**src/rtl/uart_rx_pkg.sv**
```systemverilog
// Shared UART receive definitions: frame constants, baud derivation and the
// receiver state type.
package uart_rx_pkg;

  // 8N1 frame: 8 data bits, no parity, stop bit(s) high.
  localparam int DATA_BITS = 8;

  // Receiver FSM states.
  typedef enum logic [2:0] {
    IDLE  = 3'd0,
    START = 3'd1,
    DATA  = 3'd2,
    STOP  = 3'd3,
    BREAK = 3'd4
  } rx_state_t;

  // Clocks per bit for a given system clock and line rate.
  function automatic int baud_count(input int clk_speed, input int baud_rate);
    return clk_speed / baud_rate;
  endfunction

endpackage

```
**src/rtl/uart_sync.sv**
```systemverilog
// Two-flop synchronizer for an asynchronous input pin. The reset value is a
// parameter so idle-high and idle-low pins can both come out of reset quietly.
module uart_sync #(
  parameter logic RESET_VAL = 1'b1
) (
  input  logic clk,
  input  logic rst,
  input  logic d,
  output logic q
);

  logic meta_reg;
  logic sync_reg;

  // Two-stage capture of the asynchronous input.
  always_ff @(posedge clk) begin
    if (rst) begin
      meta_reg <= RESET_VAL;
      sync_reg <= RESET_VAL;
    end else begin
      meta_reg <= d;
      sync_reg <= meta_reg;
    end
  end

  assign q = sync_reg;

endmodule

```
**src/rtl/uart_rx.sv**
```systemverilog
// 8N1 serial receiver. Recovers LSB-first frames from the rx pin and delivers
// each byte with a one-cycle rx_valid strobe; a low stop bit gives a one-cycle
// rx_error strobe and the receiver then waits for the line to go high again.
module uart_rx
  import uart_rx_pkg::*;
#(
  parameter int CLK_SPEED = 12000000,
  parameter int BAUD_RATE = 19200
) (
  input  logic       clk,
  input  logic       rst,
  input  logic       rx,
  output logic [7:0] rx_byte,
  output logic       rx_valid,
  output logic       rx_error,
  output logic       rx_busy
);

  localparam int BAUD_COUNT = baud_count(CLK_SPEED, BAUD_RATE);
  localparam int HALF_COUNT = BAUD_COUNT / 2;
  localparam int CNT_W      = $clog2(BAUD_COUNT);

  localparam logic [CNT_W-1:0] BAUD_LAST = CNT_W'(BAUD_COUNT - 1);
  localparam logic [CNT_W-1:0] HALF_LAST = CNT_W'(HALF_COUNT - 1);
  localparam logic [2:0]       BIT_LAST  = 3'(DATA_BITS - 1);

  logic                 rx_s;
  logic                 sync_live;

  rx_state_t            state_reg,    state_next;
  logic [CNT_W-1:0]     baud_cnt_reg, baud_cnt_next;
  logic [2:0]           bit_idx_reg,  bit_idx_next;
  logic [DATA_BITS-1:0] shift_reg,    shift_next;
  logic [7:0]           rx_byte_reg,  rx_byte_next;
  logic                 rx_valid_reg, rx_valid_next;
  logic                 rx_error_reg, rx_error_next;
  logic                 armed_reg,    armed_next;
  logic                 sample_en;

  uart_sync #(.RESET_VAL(1'b1)) u_rx_sync (
    .clk (clk),
    .rst (rst),
    .d   (rx),
    .q   (rx_s)
  );

  // Goes high exactly when the rx synchronizer holds real pin samples rather
  // than its reset fill, so a line held low through reset cannot arm us.
  uart_sync #(.RESET_VAL(1'b0)) u_fill (
    .clk (clk),
    .rst (rst),
    .d   (1'b1),
    .q   (sync_live)
  );

  // Each shift bit loads rx_s only at its own data-bit sample point.
  genvar gi;
  generate
    for (gi = 0; gi < DATA_BITS; gi++) begin : g_shift
      assign shift_next[gi] = (sample_en && (bit_idx_reg == 3'(gi))) ? rx_s : shift_reg[gi];
    end
  endgenerate

  // Next-state logic for the frame FSM, bit timing and output strobes.
  always_comb begin
    state_next    = state_reg;
    baud_cnt_next = baud_cnt_reg;
    bit_idx_next  = bit_idx_reg;
    rx_byte_next  = rx_byte_reg;
    rx_valid_next = 1'b0;
    rx_error_next = 1'b0;
    sample_en     = 1'b0;
    armed_next    = armed_reg | (sync_live & rx_s);

    case (state_reg)
      IDLE: begin
        if (armed_reg && !rx_s) begin
          state_next    = START;
          baud_cnt_next = '0;
        end
      end
      START: begin
        if (baud_cnt_reg == HALF_LAST) begin
          baud_cnt_next = '0;
          if (!rx_s) begin
            state_next   = DATA;
            bit_idx_next = '0;
          end else begin
            state_next = IDLE;  // too short to be a start bit
          end
        end else begin
          baud_cnt_next = baud_cnt_reg + CNT_W'(1);
        end
      end
      DATA: begin
        if (baud_cnt_reg == BAUD_LAST) begin
          baud_cnt_next = '0;
          sample_en     = 1'b1;
          if (bit_idx_reg == BIT_LAST) begin
            state_next = STOP;
          end else begin
            bit_idx_next = bit_idx_reg + 3'd1;
          end
        end else begin
          baud_cnt_next = baud_cnt_reg + CNT_W'(1);
        end
      end
      STOP: begin
        if (baud_cnt_reg == BAUD_LAST) begin
          baud_cnt_next = '0;
          if (rx_s) begin
            rx_byte_next  = shift_reg;
            rx_valid_next = 1'b1;
            state_next    = IDLE;  // back in IDLE mid stop bit: no gap needed
          end else begin
            rx_error_next = 1'b1;
            state_next    = BREAK;
          end
        end else begin
          baud_cnt_next = baud_cnt_reg + CNT_W'(1);
        end
      end
      BREAK: begin
        if (rx_s) begin
          state_next = IDLE;
        end
      end
      default: begin
        state_next = IDLE;
      end
    endcase
  end

  // State and output registers with synchronous reset.
  always_ff @(posedge clk) begin
    if (rst) begin
      state_reg    <= IDLE;
      baud_cnt_reg <= '0;
      bit_idx_reg  <= '0;
      shift_reg    <= '0;
      rx_byte_reg  <= '0;
      rx_valid_reg <= 1'b0;
      rx_error_reg <= 1'b0;
      armed_reg    <= 1'b0;
    end else begin
      state_reg    <= state_next;
      baud_cnt_reg <= baud_cnt_next;
      bit_idx_reg  <= bit_idx_next;
      shift_reg    <= shift_next;
      rx_byte_reg  <= rx_byte_next;
      rx_valid_reg <= rx_valid_next;
      rx_error_reg <= rx_error_next;
      armed_reg    <= armed_next;
    end
  end

  assign rx_byte  = rx_byte_reg;
  assign rx_valid = rx_valid_reg;
  assign rx_error = rx_error_reg;
  assign rx_busy  = (state_reg != IDLE);

endmodule

```
**config.mk**
```make
export PLATFORM = sky130hd
export DESIGN_NAME = uart_rx
export DESIGN_NICKNAME = d
export VERILOG_FILES = /design/src/rtl/uart_rx_pkg.sv /design/src/rtl/uart_sync.sv /design/src/rtl/uart_rx.sv
export SDC_FILE = /design/constraint.sdc
export NUM_CORES = 1
export LEC_CHECK = 0
export CAP_MARGIN = 25
export CORE_MARGIN = 1
export CORE_UTILIZATION = 48
export CTS_CLUSTER_DIAMETER = 50
export DETAILED_ROUTE_END_ITERATION = 10
export PLACE_DENSITY = 0.78
export SLEW_MARGIN = 30
export SYNTH_ARGS = -nofsm -noshare
export SYNTH_HDL_FRONTEND = slang
export SYNTH_SLANG_ARGS = --single-unit
```
**constraint.sdc**
```tcl
create_clock -name clk -period 1.96 [get_ports clk]
set_input_delay 0.49 -clock clk [delete_from_list [all_inputs] [get_ports clk]]
set_output_delay 0.49 -clock clk [all_outputs]
set_load 0.05 [all_outputs]
```
# Word level (Yosys, flattened, before mapping)
# Index checks and enable logic that the tools add are counted.
[totals]
reg_bits = 39
out_inout_bits = 11
[classes]
addsub = 2
n_eq_ne = 21
muxes = 23
bitwise = 4
n_reduce_logical = 21
[op_table]
columns = ["op", "count"]
rows = [
  ["two-way mux 3 bit", 11],
  ["two-way mux 10 bit", 3],
  ["one-hot mux 10 bit (3 select lines)", 1],
  ["equality test 3 bit, second input constant", 5],
  ["one-hot mux 3 bit (5 select lines)", 1],
  ["inequality test 2 bit, second input constant", 7],
  ["equality test 3 x 2 -> 1 bit, second input constant", 4],
  ["adder 10 x 1 -> 10 bit, second input constant", 1],
  ["equality test 10 bit, second input constant", 1],
  ["equality test 10 x 9 -> 1 bit, second input constant", 1],
  ["logical AND 1 bit", 9],
  ["equality test 3 x 1 -> 1 bit, second input constant", 2],
  ["zero test 3 bit", 2],
  ["one-hot mux 3 bit (2 select lines)", 1],
  ["AND reduction 6 bit", 1],
  ["nonzero test 3 bit", 2],
  ["two-way mux 1 bit", 5],
  ["AND reduction 5 bit", 1],
  ["adder 3 x 1 -> 3 bit, second input constant", 1],
  ["AND reduction 3 bit", 1],
  ["OR reduction 3 bit", 1],
  ["two-way mux 2 bit", 1],
  ["inequality test 2 x 1 -> 1 bit, second input constant", 1],
  ["inverter 1 bit", 2],
  ["6 further kinds", 6],
]

# Logic depth before layout (Yosys ltp)
# Gate-level depths: netlist (run 1).
[logic_depth]
ltp_word = 4
mapped_depth = 6

# Cells and area by module
# A second synthesis (run 1) with hierarchy kept.
[unflattened]
hier_cells = 224
area_unflattened_um2 = 1943.1
[modules_own_cells]
columns = ["mod", "instances", "cells_per_inst", "area_per_inst_um2"]
rows = [
  ["uart_rx", 1, 216, 1838.0],
  ["uart_sync", 2, 4, 52.6],
]

# Worst setup path before layout (run 1)
# OpenSTA, ideal clock, no wires.
[synth_path]
path_type = "register -> register"
startpoint = "register baud_cnt_reg[0]"
endpoint = "register rx_byte_reg[0], in the netlist rx_byte[0]"
arrival_time_ns = 1.532
required_ns = 1.832
slack_ns = 0.300
stages_incl_launch_ff = 7
n_path_buf = 0
cell_sequence = "dfxtp_1 -> inv_1 -> ha_1 -> nor4bb_1 -> nand4_2 -> mux2i_1 -> nor2_1"
[synth_via]
elab_chain_cells = 2
[synth_lines]
columns = ["element", "line", "rtl"]
rows = [
  ["start, declared", "uart_rx.sv:31", "logic [CNT_W-1:0] baud_cnt_reg, baud_cnt_next;"],
  ["start signal, assigned", "uart_rx.sv:147", "baud_cnt_reg <= baud_cnt_next;"],
  ["equality test 10 bit", "uart_rx.sv:109", "if (baud_cnt_reg == BAUD_LAST) begin"],
  ["AND reduction 3 bit (no line)", "--", ""],
  ["end signal, assigned", "uart_rx.sv:150", "rx_byte_reg <= rx_byte_next;"],
  ["end, declared", "uart_rx.sv:34", "logic [7:0] rx_byte_reg, rx_byte_next;"],
]
# No other way between the ends.
# A chain may end at the register's enable or synchronous reset.

# Worst setup path in the final report (run 1)
[layout_path]
startpoint = "register rx_byte_reg[3], in the netlist rx_byte[3]"
endpoint = "output rx_byte[3]"
[layout_lines]
columns = ["element", "line", "rtl"]
rows = [
  ["end, declared", "uart_rx.sv:13", "output logic [7:0] rx_byte,"],
]
# No word-level cell between the ends.

==> results of run 1 <==
## how the worst max path moves through the flow
stage | endpoint | slack (ns) | depth (start not counted)
after floorplan | rx_byte[0]$_SDFFE_PP0P_ | 0.30 | 6
after global placement | bit_idx_reg[1]$_SDFFE_PP0P_ | 0.16 | 6
after detailed placement | bit_idx_reg[2]$_SDFFE_PP0P_ | 0.09 | 6
after CTS | rx_byte[2] | 0.02 | 1
after global routing | bit_idx_reg[2]$_SDFFE_PP0P_ | -0.02 | 6
final | rx_byte[3] | 0.05 | 1
## power by group through the flow
| stage | combinational, mW | clock [mW] | sequential (mW) |
|---|---|---|---|
| CTS | 0.237 | 0.688 | 0.841 |
| detailed placement | 0.236 | 0 | 0.860 |
| global placement | 0.235 | 0 | 0.859 |
| floorplan | 0.185 | 0 | 0.840 |
| finish | 0.242 | 0.673 | 0.844 |
| global route | 0.260 | 0.722 | 0.847 |
## synthesized netlist by cell type (3+ instances only)
cell	instances	area (µm²)
dfxtp_1	39	781
nand2_1	18	67.6
mux2i_1	17	170
nor2_1	13	48.8
nand3_1	12	60.1
inv_1	10	37.5
a21o_1	8	60.1
a21oi_1	8	40.0
ha_1	8	100
clkbuf_1	7	26.3
a221oi_1	6	52.6
o21ai_0	6	30.0
or3_1	4	25.0
nand2b_1	3	18.8
nand4_1	3	18.8
o31ai_1	3	22.5
or2_2	3	18.8
## worst reg2reg max path, delay by kind of cell, from the launching register on
| kind | cells | cell delay [ns] |
|---|---|---|
| AO/OA/AOI/OAI | 2 | 0.56 |
| flip-flops | 1 | 0.41 |
| adder cells (fa/ha/maj) | 1 | 0.24 |
| multiplexers | 1 | 0.23 |
| buffers and inverters | 1 | 0.18 |
| AND/OR/NAND/NOR | 1 | 0.15 |
## cell families (layout without fill, tap and decap cells)
logic type                 Yosys count  count (layout)  share of synthesized area (%)
adders and majority gates            8               8                           4.98
DFF                                 39              39                           38.8
muxes                               17              17                           8.46
buffers and inverters               19              43                           3.67
AOI/OAI and AO/OA                   48              48                           18.8
and+or+nand+nor                     83              83                           25.3
## layer usage
| metal | GRT usage, % | vias up |
|---|---|---|
| met5 | 0 | - |
| met4 | 10.1 | 0 |
| met3 | 4.79 | 4 |
| met2 | 29.4 | 32 |
| met1 | 27.1 | 751 |
| li1 | - | 846 |
## timing repair
item                                   CTS  global route
endpoints found under the hold margin    0             0
setup buffers                            0             0
gates resized for setup                  0             7
setup endpoints to repair                0             7
## cell type report
type | count | area [µm²] | area share, %
clock buffer | 5 | 68.8 | 2.89
timing repair buffer | 25 | 215 | 9.05
tap | 50 | 62.6 | 2.63
inverter | 10 | 37.5 | 1.58
multi-input combinational | 156 | 1170 | 49.1
sequential | 39 | 783 | 32.9
clock inverter | 3 | 43.8 | 1.84
## cells in the final DEF (no fill, tap or decap), types with 6 or more instances in the layout
cell / instances
mux2i_1: 17
o21ai_0: 6
ha_1: 7
dfxtp_1: 37
buf_4: 17
inv_1: 10
a221oi_1: 6
a21oi_1: 8
nand2_1: 18
nand3_1: 12
nor2_1: 13
a21o_1: 8
## metrics by stage
stage	util [%]	hold WS, ns	std cells	cell area (µm²)
floorplan	-	0.389	214	2010
global placement	56.1	0.393	280	2250
detailed placement	56.1	0.405	280	2250
CTS	59.0	0.424	288	2360
global route	59.5	0.438	288	2380
finish	59.5	0.417	288	2380
==> qor.txt, run 1 <==
Status -> finished, final reports clean
Vias in the first global route -> 1,417
Slew HR -> 64.1%
Leak -> 1.02 nW
Flops & latches, synth -> 39
Switching Power -> 468 µW
Max stage delay on crit path -> 0.79 ns
Post-detail-place hpwl -> 2.83 mm
P&R area growth vs syn -> 18.2%
Final antenna-violating net count -> 0
DR vias/cell -> 5.67
Vias -> 1,633
Worst Hold End -> u_rx_sync.q$_SDFF_PP1_
Number of top-level pins -> 14
Met3 wire length -> 189 µm
Met2 wire length -> 1.83 mm
CTS sink cnt -> 39
VDD IR-drop max -> 0.000364 V
Gate power share -> 13.7%
Core Box Area -> 0.00400 mm²
Chip height -> 66.7 µm
Min-delay worst type -> reg2reg
FFs w/ async S/R, synth -> 0%
Overflow after GRT -> 0
Worst setup path class -> reg2out
Post-synth cell types -> 57
R2R Setup Slk -> 0.12 ns
Clk slew on worst S/H paths -> 0.08 ns
Max Cap Violations -> 0
Post-CTS Hold Fix Bufs -> 0
Minimum clock period -> 1.91 ns
Clock Skew -> 0.00570 ns
H-Tree Depth -> 2
Crit end category -> output port
Worst EP arrival -> 1.42 ns
Num rows -> 23
Sequential fraction of the synthesis area -> 38.8%
Dpl ws -> 0.0894 ns
Total wire length -> 3.99 mm
Placer Congestion -> 0.825
Share of cells above drive strength 1 -> 19.7%
Initial Util -> 50.3%
R2R cell count -> 6
Final worst setup slack -> 0.0516 ns
Final #Nets -> 248
WHS Path Cells -> 1
DR pass1 iterations -> 4
Max Slew Vio Count -> 0
Tcrit/Tclk final -> 97.4%
TritonCTS Buffers -> 5
Clock power share -> 38.3%
Highest metal layer with signal wires -> met4
Residual DRC -> 0
Worst-Margin Slew -> 0.532 ns
Die area -> 0.00445 mm²
Critical Path Start -> rx_byte[3]$_SDFFE_PP0P_
Setup_tns -> 0 ns
Syn Nets -> 225
CTS tree -> yes
Fin. Hold Viols -> 0
Fill count -> 344
PortBufs -> 13
First-pass GRT wire length -> 6.62 mm
GRT Overall Usage -> 20.1%
Critical path, cell by cell -> clkdlybuf4s50_1
Total chip power -> 1.76 mW
R2r startpoint -> baud_cnt_reg[1]$_SDFFE_PP0P_
Die W -> 66.7 µm
Number of flip-flops in the largest register -> 10
# setup viols final -> 0
Wirelength per Cell -> 13.8 µm
Sequential fraction of design power -> 48.0%
CTS Root Cell -> clkbuf_8
Cells after synthesis -> 214
Cell family with the largest share of critical-path delay -> buffers and inverters
Startpoint types -> flop
Critical path required time -> 1.47 ns
Synth warn -> 0
Cell area after synthesis -> 0.00201 mm²
Clock Latency Late Sink -> 0.30 ns
Iteration-0 DRC Markers -> 80
Switching share of power -> 26.6%
CP Buf/Inv Count -> 1
Longest Clk Path Bufs -> 2
PwrDens -> 739 mW/mm²
Internal power -> 1.29 mW
Reg2reg end -> bit_idx_reg[2]$_SDFFE_PP0P_
Mean Syn Cell Area -> 9.40 µm²
Prevailing post-synth register cell -> dfxtp_1
Initial antenna violation count -> 0
Slowest stage cell, crit path -> clkdlybuf4s50_1
EDFF count, synth -> 0
CP Max Fanout -> 2
Hold Crit Start -> u_rx_sync.meta_reg$_SDFF_PP1_
Fmax -> 0.524 GHz
Largest net degree at the start of global routing -> 16
Metal1 wirelength -> 1.93 mm
Antenna cell count -> 0
(Power assumes the default switching activity.)
==> inputs of run 2 (changes only) <==
--- a/config.mk
+++ b/config.mk
@@ -8,10 +8,11 @@
 export CAP_MARGIN = 25
 export CORE_MARGIN = 1
 export CORE_UTILIZATION = 48
-export CTS_CLUSTER_DIAMETER = 50
+export CTS_CLUSTER_DIAMETER = 200
 export DETAILED_ROUTE_END_ITERATION = 10
 export PLACE_DENSITY = 0.78
 export SLEW_MARGIN = 30
 export SYNTH_ARGS = -nofsm -noshare
 export SYNTH_HDL_FRONTEND = slang
+export SYNTH_HIERARCHICAL = 1
 export SYNTH_SLANG_ARGS = --single-unit
==> run 2 against run 1 <==
Effect of this change: largest cell class unchanged; hold slack lost 0.0071 ns; via count shrank 0.31%; critical path depth rose by 5; synthesized cell count grew 4.7%; design area is 5.5% lower; cell count is 1.0% higher; critical path type is now reg2reg; critical endpoint is now bit_idx_reg[1]$_SDFFE_PP0P_; setup slack got worse by 0.016 ns.
==> qor.txt, run 2 <==
Sequential fraction of design power -> 52.9% (was 48.0%)
Startpoint types -> flop (unchanged)
Synth area leader -> dfxtp_1 (unchanged)
Vias -> 1,628 (was 1,633)
Slew HR -> 65.0% (was 64.1%)
Clock Skew -> 0.00463 ns (was 0.00570 ns)
Cell family with the largest share of critical-path delay -> simple AND/OR/NAND/NOR gates (was buffers and inverters)
Max stage delay on crit path -> 0.39 ns (was 0.79 ns)
Count leader, synth -> dfxtp_1 (unchanged)
Critical path required time -> 2.17 ns (was 1.47 ns)
Max Slew Vio Count -> 0 (unchanged)
Min-delay worst type -> reg2reg (unchanged)
# setup viols final -> 0 (unchanged)
Synth top cells by count -> 39 x dfxtp_1, 22 x nand2_1, 15 x a21oi_1, 14 x mux2i_1, 14 x nor2_1 (was 39 x dfxtp_1, 18 x nand2_1, 17 x mux2i_1, 13 x nor2_1, 12 x nand3_1)
Synth top area cells -> dfxtp_1 40%, mux2i_1 7.2%, ha_1 5.2% (was dfxtp_1 39%, mux2i_1 8.5%, ha_1 5.0%)
Clock Latency Late Sink -> 0.28 ns (was 0.30 ns)
Fill count -> 324 (was 344)
Residual DRC -> 0 (unchanged)
P&R area growth vs syn -> 15.6% (was 18.2%)
Final antenna-violating net count -> 0 (unchanged)
PwrDens -> 696 mW/mm² (was 739 mW/mm²)
Postcts setup bufs -> 0 (unchanged)
GR Layer Usage met1 -> 26.7% (was 27.1%)
Worst-Margin Slew -> 0.524 ns (was 0.532 ns)
Clk slew on worst S/H paths -> 0.07 ns (was 0.08 ns)
Synth warn -> 6 (was 0)
Layer with the highest usage -> met2 (unchanged)
CTS sink cnt -> 39 (unchanged)
Total chip power -> 1.56 mW (was 1.76 mW)
Worst setup path class -> reg2reg (was reg2out)
Final instance area -> 0.00225 mm² (was 0.00238 mm²)
Slowest stage cell, crit path -> or3_4 (was clkdlybuf4s50_1)
Number of top-level pins -> 14 (unchanged)
CP Max Fanout -> 5 (was 2)
Most frequent cells in the layout -> 38 x dfxtp_1, 22 x nand2_1, 16 x buf_4, 15 x a21oi_1 (was 37 x dfxtp_1, 18 x nand2_1, 17 x mux2i_1, 17 x buf_4, 13 x nor2_1)
Flops & latches, synth -> 39 (unchanged)
Grt met2 use -> 31.3% (was 29.4%)
Number of instances in the placed design -> 283 (was 280)
CTS tree -> yes (unchanged)
Final #Nets -> 253 (was 248)
Tcrit/Tclk final -> 98.2% (was 97.4%)
Number of flip-flops in the largest register -> 10 (unchanged)
Num rows -> 22 (was 23)
Core Box Area -> 0.00377 mm² (was 0.00400 mm²)
Cell area after synthesis -> 0.00194 mm² (was 0.00201 mm²)
GRT Overall Usage -> 19.7% (was 20.1%)
Met3 GRT Util -> 4.17% (was 4.79%)
Total wire length -> 3.93 mm (was 3.99 mm)
Fin cells -> 291 (was 288)
Prevailing post-synth register cell -> dfxtp_1 (unchanged)
Share of the synthesized area in the top cell type -> 40.2% (was 38.8%)
H-Tree Depth -> 2 (unchanged)
Largest net degree at the start of global routing -> 15 (was 16)
EDFF count, synth -> 0 (unchanged)
CTS Root Cell -> clkbuf_8 (unchanged)
DR pass1 iterations -> 4 (unchanged)
Overflow after GRT -> 0 (unchanged)
Gate power share -> 13.7% (about the same)
Internal power -> 1.14 mW (was 1.29 mW)
Leak -> 0.885 nW (was 1.02 nW)
PortBufs -> 13 (unchanged)
Sequential fraction of the synthesis area -> 40.2% (was 38.8%)
Vias in the first global route -> 1,438 (was 1,417)
Syn Nets -> 235 (was 225)
Max Cap Violations -> 0 (unchanged)
Placer Congestion -> 0.864 (was 0.825)
Die W -> 65.6 µm (was 66.7 µm)
Post-detail-place hpwl -> 2.63 mm (was 2.83 mm)
Fin. Hold Viols -> 0 (unchanged)
Die area -> 0.00431 mm² (was 0.00445 mm²)
Initial antenna violation count -> 0 (unchanged)
Minimum clock period -> 1.92 ns (was 1.91 ns)
Fmax -> 0.520 GHz (was 0.524 GHz)
Post-synth cell types -> 49 (was 57)
First-pass GRT wire length -> 6.54 mm (was 6.62 mm)
DP Area -> 0.00214 mm² (was 0.00225 mm²)
Core Util, Final -> 59.6% (was 59.5%)
Initial Util -> 51.5% (was 50.3%)
Chip height -> 65.6 µm (was 66.7 µm)
Longest Clk Path Bufs -> 2 (unchanged)
Resize count post-CTS -> 0 (unchanged)
TritonCTS Buffers -> 5 (unchanged)
Antenna cell count -> 0 (unchanged)
Cells after synthesis -> 224 (was 214)
Switching Power -> 425 µW (was 468 µW)
Clock power share -> 33.4% (was 38.3%)
CP Buf/Inv Count -> 0 (was 1)
Most common cell after layout, fill and taps aside -> dfxtp_1 (unchanged)
FFs w/ async S/R, synth -> 0% (unchanged)
Post-CTS Hold Fix Bufs -> 0 (unchanged)
Status -> finished, final reports clean (unchanged)
DR vias/cell -> 5.59 (was 5.67)
Iteration-0 DRC Markers -> 103 (was 80)
Wirelength per Cell -> 13.5 µm (was 13.8 µm)
Worst EP arrival -> 2.13 ns (was 1.42 ns)
Share of cells above drive strength 1 -> 13.6% (was 19.7%)
Crit end category -> flop (was output port)
Switching share of power -> 27.2% (was 26.6%)
VDD IR-drop max -> 0.000506 V (was 0.000364 V)
Mean Syn Cell Area -> 8.67 µm² (was 9.40 µm²)
Critical path, cell by cell -> ha_1 > ha_2 > or3b_1 > a21o_1 > or3_4 > o22ai_1 (was clkdlybuf4s50_1)
[run 2: cell types whose count changed in the layout (fill, tap and decap cells not counted), moves of 3 or more]
cell      before  now
o22ai_1        0   10
a21oi_1        8   15
a21o_1         8    2
a221oi_1       6    0
nand2_1       18   22
o31a_1         0    4
mux2i_1       17   14
nor2b_1        2    5
o21a_1         0    3
o21ai_0        6    3
[run 2: worst register-to-register path: stages (launching register included)]
cell and delay [ns]:
dfxtp_4 0.36, ha_1 0.22, ha_2 0.18, or3b_1 0.35, a21o_1 0.19, or3_4 0.39, o22ai_1 0.16
[run 2: area by class of cell]
cell class | count | area [µm²] | share of cell area (%)
Tap cell | 48 | 60.1 | 2.67
Multi-Input combinational cell | 160 | 1070 | 47.6
Clock buffer | 6 | 72.6 | 3.23
Sequential cell | 39 | 785 | 34.9
Clock inverter | 2 | 12.5 | 0.557
Timing Repair Buffer | 24 | 203 | 9.02
Inverter | 12 | 45.0 | 2.00
[run 2: logic make-up (layout without fill, tap and decap cells)]
kind of cell	count (synthesis)	in the layout	synth area share [%]
compound gates	50	50	17.1
fa+ha+maj	8	8	5.15
buf+inv	25	44	5.47
flops	39	39	40.2
mux	14	14	7.21
other cells	1	1	0.193
simple gates	87	87	24.7
[run 2: power by group through the flow]
| stage | clock network, mW | logic (mW) | registers [mW] |
|---|---|---|---|
| 2_1_floorplan | 0 | 0.160 | 0.835 |
| 3_3_place_gp | 0 | 0.209 | 0.846 |
| 3_5_place_dp | 0 | 0.209 | 0.846 |
| 4_1_cts | 0.532 | 0.212 | 0.828 |
| 5_1_grt | 0.569 | 0.232 | 0.830 |
| 6_report | 0.522 | 0.215 | 0.827 |
[run 2: layer usage]
| layer | up-vias | wire, µm |
|---|---|---|
| met2 | 34 | 1800 |
| met1 | 750 | 1980 |
| met3 | 4 | 114 |
| met5 | - | 0 |
| met4 | 0 | 40 |
| li1 | 840 | - |
[run 2: path summary, 6_finish.rpt]
path	startpoint	endpoint	slack (ns)	depth (start not counted)
setup / recovery	bit_idx_reg[0]$_SDFFE_PP0P_	bit_idx_reg[1]$_SDFFE_PP0P_	0.04	6
hold / removal	u_rx_sync/meta_reg$_SDFF_PP1_	u_rx_sync/q$_SDFF_PP1_	0.41	1
setup reg to reg	bit_idx_reg[0]$_SDFFE_PP0P_	bit_idx_reg[1]$_SDFFE_PP0P_	0.04	6
hold reg to reg	u_rx_sync/meta_reg$_SDFF_PP1_	u_rx_sync/q$_SDFF_PP1_	0.41	1
[run 2: metrics by stage]
stage                      TNS, ns  hold slack, ns  worst slack, ns
after floorplan                  0           0.383            0.120
after global placement           0           0.393           0.0782
after detailed placement         0           0.396           0.0302
after CTS                        0           0.414         0.000377
after global routing      -0.00999           0.440         -0.00473
final                            0           0.410           0.0359
==> inputs of run 3 (changes only) <==
==> constraint.sdc (replaced) <==
create_clock -name clk -period 2 [get_ports clk]
set_input_delay 0.5 -clock clk [delete_from_list [all_inputs] [get_ports clk]]
set_output_delay 0.5 -clock clk [all_outputs]
set_load 0.05 [all_outputs]
==> run 3 against run 2 <==
Effect of this change: sequential power decreased by 2%; clock power decreased by 2%; combinational power decreased by 3%; design area decreased by 0.67%; critical endpoint is now rx_byte[6]; cell count decreased by 1.0%; via count decreased by 0.80%; critical path depth decreased by 5; core utilization decreased by 0.40 points; sequential share of layout area increased by 0.12 points.
==> qor.txt, run 3 (synthesized netlist as in run 2, its figures left out) <==
Number of instances in the placed design -> 280 (was 283)
Share of cells above drive strength 1 -> 11.3% (was 13.6%)
Max Slew Vio Count -> 0 (unchanged)
PwrDens -> 684 mW/mm² (was 696 mW/mm²)
CP Buf/Inv Count -> 1 (was 0)
Placer Congestion -> 0.895 (was 0.864)
P&R area growth vs syn -> 14.9% (was 15.6%)
Longest Clk Path Bufs -> 2 (unchanged)
Chip height -> 65.6 µm (unchanged)
Fin. Hold Viols -> 0 (unchanged)
Crit end category -> output port (was flop)
R2r startpoint -> bit_idx_reg[0]$_SDFFE_PP0P_ (unchanged)
Clk slew on worst S/H paths -> 0.07 ns (about the same)
Minimum clock period -> 1.94 ns
DR pass1 iterations -> 5 (was 4)
Final antenna-violating net count -> 0 (unchanged)
H-Tree Depth -> 2 (unchanged)
Total wire length -> 3.87 mm (was 3.93 mm)
Worst setup endpoint -> rx_byte[6] (was bit_idx_reg[1]$_SDFFE_PP0P_)
RSZ-0062 raised after global routing -> no
Clock Latency Late Sink -> 0.29 ns (was 0.28 ns)
Critical path required time -> 1.50 ns (was 2.17 ns)
Startpoint types -> flop (unchanged)
Clock Skew -> 0.00831 ns (was 0.00463 ns)
Num rows -> 22 (unchanged)
Antenna cell count -> 0 (unchanged)
Slowest stage cell, crit path -> clkdlybuf4s50_1 (was or3_4)
First-pass GRT wire length -> 6.70 mm (was 6.54 mm)
Die area -> 0.00431 mm² (unchanged)
Largest net degree at the start of global routing -> 15 (unchanged)
Setup_tns -> 0 ns (unchanged)
Slew HR -> 65.8% (was 65.0%)
DR vias/cell -> 5.61 (was 5.59)
Min-delay worst type -> reg2reg (unchanged)
Critical Path Stages -> 1 (was 6)
CTS tree -> yes (unchanged)
Final worst setup slack -> 0.0566 ns (was 0.0359 ns)
Core Box Area -> 0.00377 mm² (unchanged)
Worst setup path class -> reg2out (was reg2reg)
Number of top-level pins -> 14 (unchanged)
Area taken by multi-input logic gates -> 0.00107 mm² (about the same)
Vias -> 1,615 (was 1,628)
CTS sink cnt -> 39 (unchanged)
Hold Crit Start -> u_rx_sync/meta_reg$_SDFF_PP1_ (unchanged)
Reg2reg end -> bit_idx_reg[1]$_SDFFE_PP0P_ (unchanged)
Worst EP arrival -> 1.44 ns (was 2.13 ns)
VDD IR-drop max -> 0.000399 V (was 0.000506 V)
Die W -> 65.6 µm (unchanged)
CP Max Fanout -> 2 (was 5)
Overflow after GRT -> 0 (unchanged)
PortBufs -> 13 (unchanged)
Tcrit/Tclk final -> 97.2%
Number of flip-flops in the largest register -> 10 (unchanged)
Leak -> 0.839 nW (was 0.885 nW)
Cell family with the largest share of critical-path delay -> buffers and inverters (was simple AND/OR/NAND/NOR gates)
Initial Util -> 51.5% (unchanged)
CTS Root Cell -> clkbuf_8 (unchanged)
TritonCTS Buffers -> 5 (unchanged)
Dpl ws -> 0.0159 ns (was 0.0302 ns)
Fin cells -> 288 (was 291)
Max Cap Violations -> 0 (unchanged)
R2R Setup Slk -> 0.11 ns (was 0.04 ns)
Most frequent cells in the layout -> 38 x dfxtp_1, 22 x nand2_1, 15 x a21oi_1, 14 x nor2_1, 14 x mux2i_1 (was 38 x dfxtp_1, 22 x nand2_1, 16 x buf_4, 15 x a21oi_1)
Residual DRC -> 0 (unchanged)
# setup viols final -> 0 (unchanged)
Vias in the first global route -> 1,481 (was 1,438)
Worst-Margin Slew -> 0.512 ns (was 0.524 ns)
Register area -> 782 µm² (was 785 µm²)
Status -> finished, final reports clean (unchanged)
Iteration-0 DRC Markers -> 94 (was 103)
Most common cell after layout, fill and taps aside -> dfxtp_1 (unchanged)
Post-CTS Hold Fix Bufs -> 0 (unchanged)
Post-detail-place hpwl -> 2.76 mm (was 2.63 mm)
Initial antenna violation count -> 0 (unchanged)
Fmax -> 0.515 GHz
Max stage delay on crit path -> 0.82 ns (was 0.39 ns)
Fill count -> 343 (was 324)
R2R cell count -> 6 (unchanged)
GRT Overall Usage -> 20.2% (was 19.7%)
Wirelength per Cell -> 13.5 µm (about the same)
Critical path, cell by cell -> clkdlybuf4s50_1 (was ha_1 > ha_2 > or3b_1 > a21o_1 > or3_4 > o22ai_1)
Critical Path Start -> rx_byte[6]$_SDFFE_PP0P_ (was bit_idx_reg[0]$_SDFFE_PP0P_)
Final #Nets -> 250 (was 253)
==> run 3: cell count changes in the layout (fill, tap and decap cells not counted), sizes merged <==
| cell | delta |
|---|---|
| buf | -7 |
| clkdlybuf4s50 | +5 |
| dlymetal6s2s | -1 |
==> run 3: per-stage QoR <==
stage / util [%] / hold WS [ns] / power, mW / area (µm²)
final: 59.2 / 0.408 / 1.53 / 2230
after global routing: 59.2 / 0.445 / 1.60 / 2230
after CTS: 58.7 / 0.412 / 1.54 / 2210
after detailed placement: 56.5 / 0.394 / 1.03 / 2130
after global placement: 56.5 / 0.390 / 1.03 / 2130
after floorplan: - / 0.383 / 0.975 / 1940
==> run 3: timing repair <==
action,CTS,global route
setup buffers,0,0
endpoints found under the setup margin,0,3
resized for setup,0,5
==> run 3: final cells by class <==
cell class / count / area share (%)
Clock buffer: 6 / 3.25
Clock inverter: 2 / 0.561
Inverter: 12 / 2.02
Multi-Input combinational cell: 160 / 48.0
Sequential cell: 39 / 35.0
Tap cell: 48 / 2.69
Timing Repair Buffer: 21 / 8.41
==> run 3: per-layer routing <==
metal | GRT usage, % | wire [µm] | up-vias
met2 | 33.0 | 1850 | 39
met3 | 4.86 | 163 | 8
li1 | - | - | 833
met5 | 0 | 0 | -
met1 | 25.4 | 1810 | 735
met4 | 7.61 | 49 | 0
==> run 3: worst min path at each step <==
| stage | cells past startpoint | endpoint |
|---|---|---|
| floorplan | 1 | u_rx_sync/q$_SDFF_PP1_ |
| finish | 1 | u_rx_sync/q$_SDFF_PP1_ |
| detailed placement | 1 | u_rx_sync/q$_SDFF_PP1_ |
| CTS | 1 | u_rx_sync/q$_SDFF_PP1_ |
| global route | 1 | u_rx_sync/q$_SDFF_PP1_ |
| global placement | 1 | u_rx_sync/q$_SDFF_PP1_ |
==> run 3: report_power, final <==
group	internal [mW]	switching, mW	leakage, nW
combinational	0.0819	0.126	0.482
clock	0.243	0.266	0.0412
sequential	0.792	0.0173	0.316
total	1.12	0.410	0.839
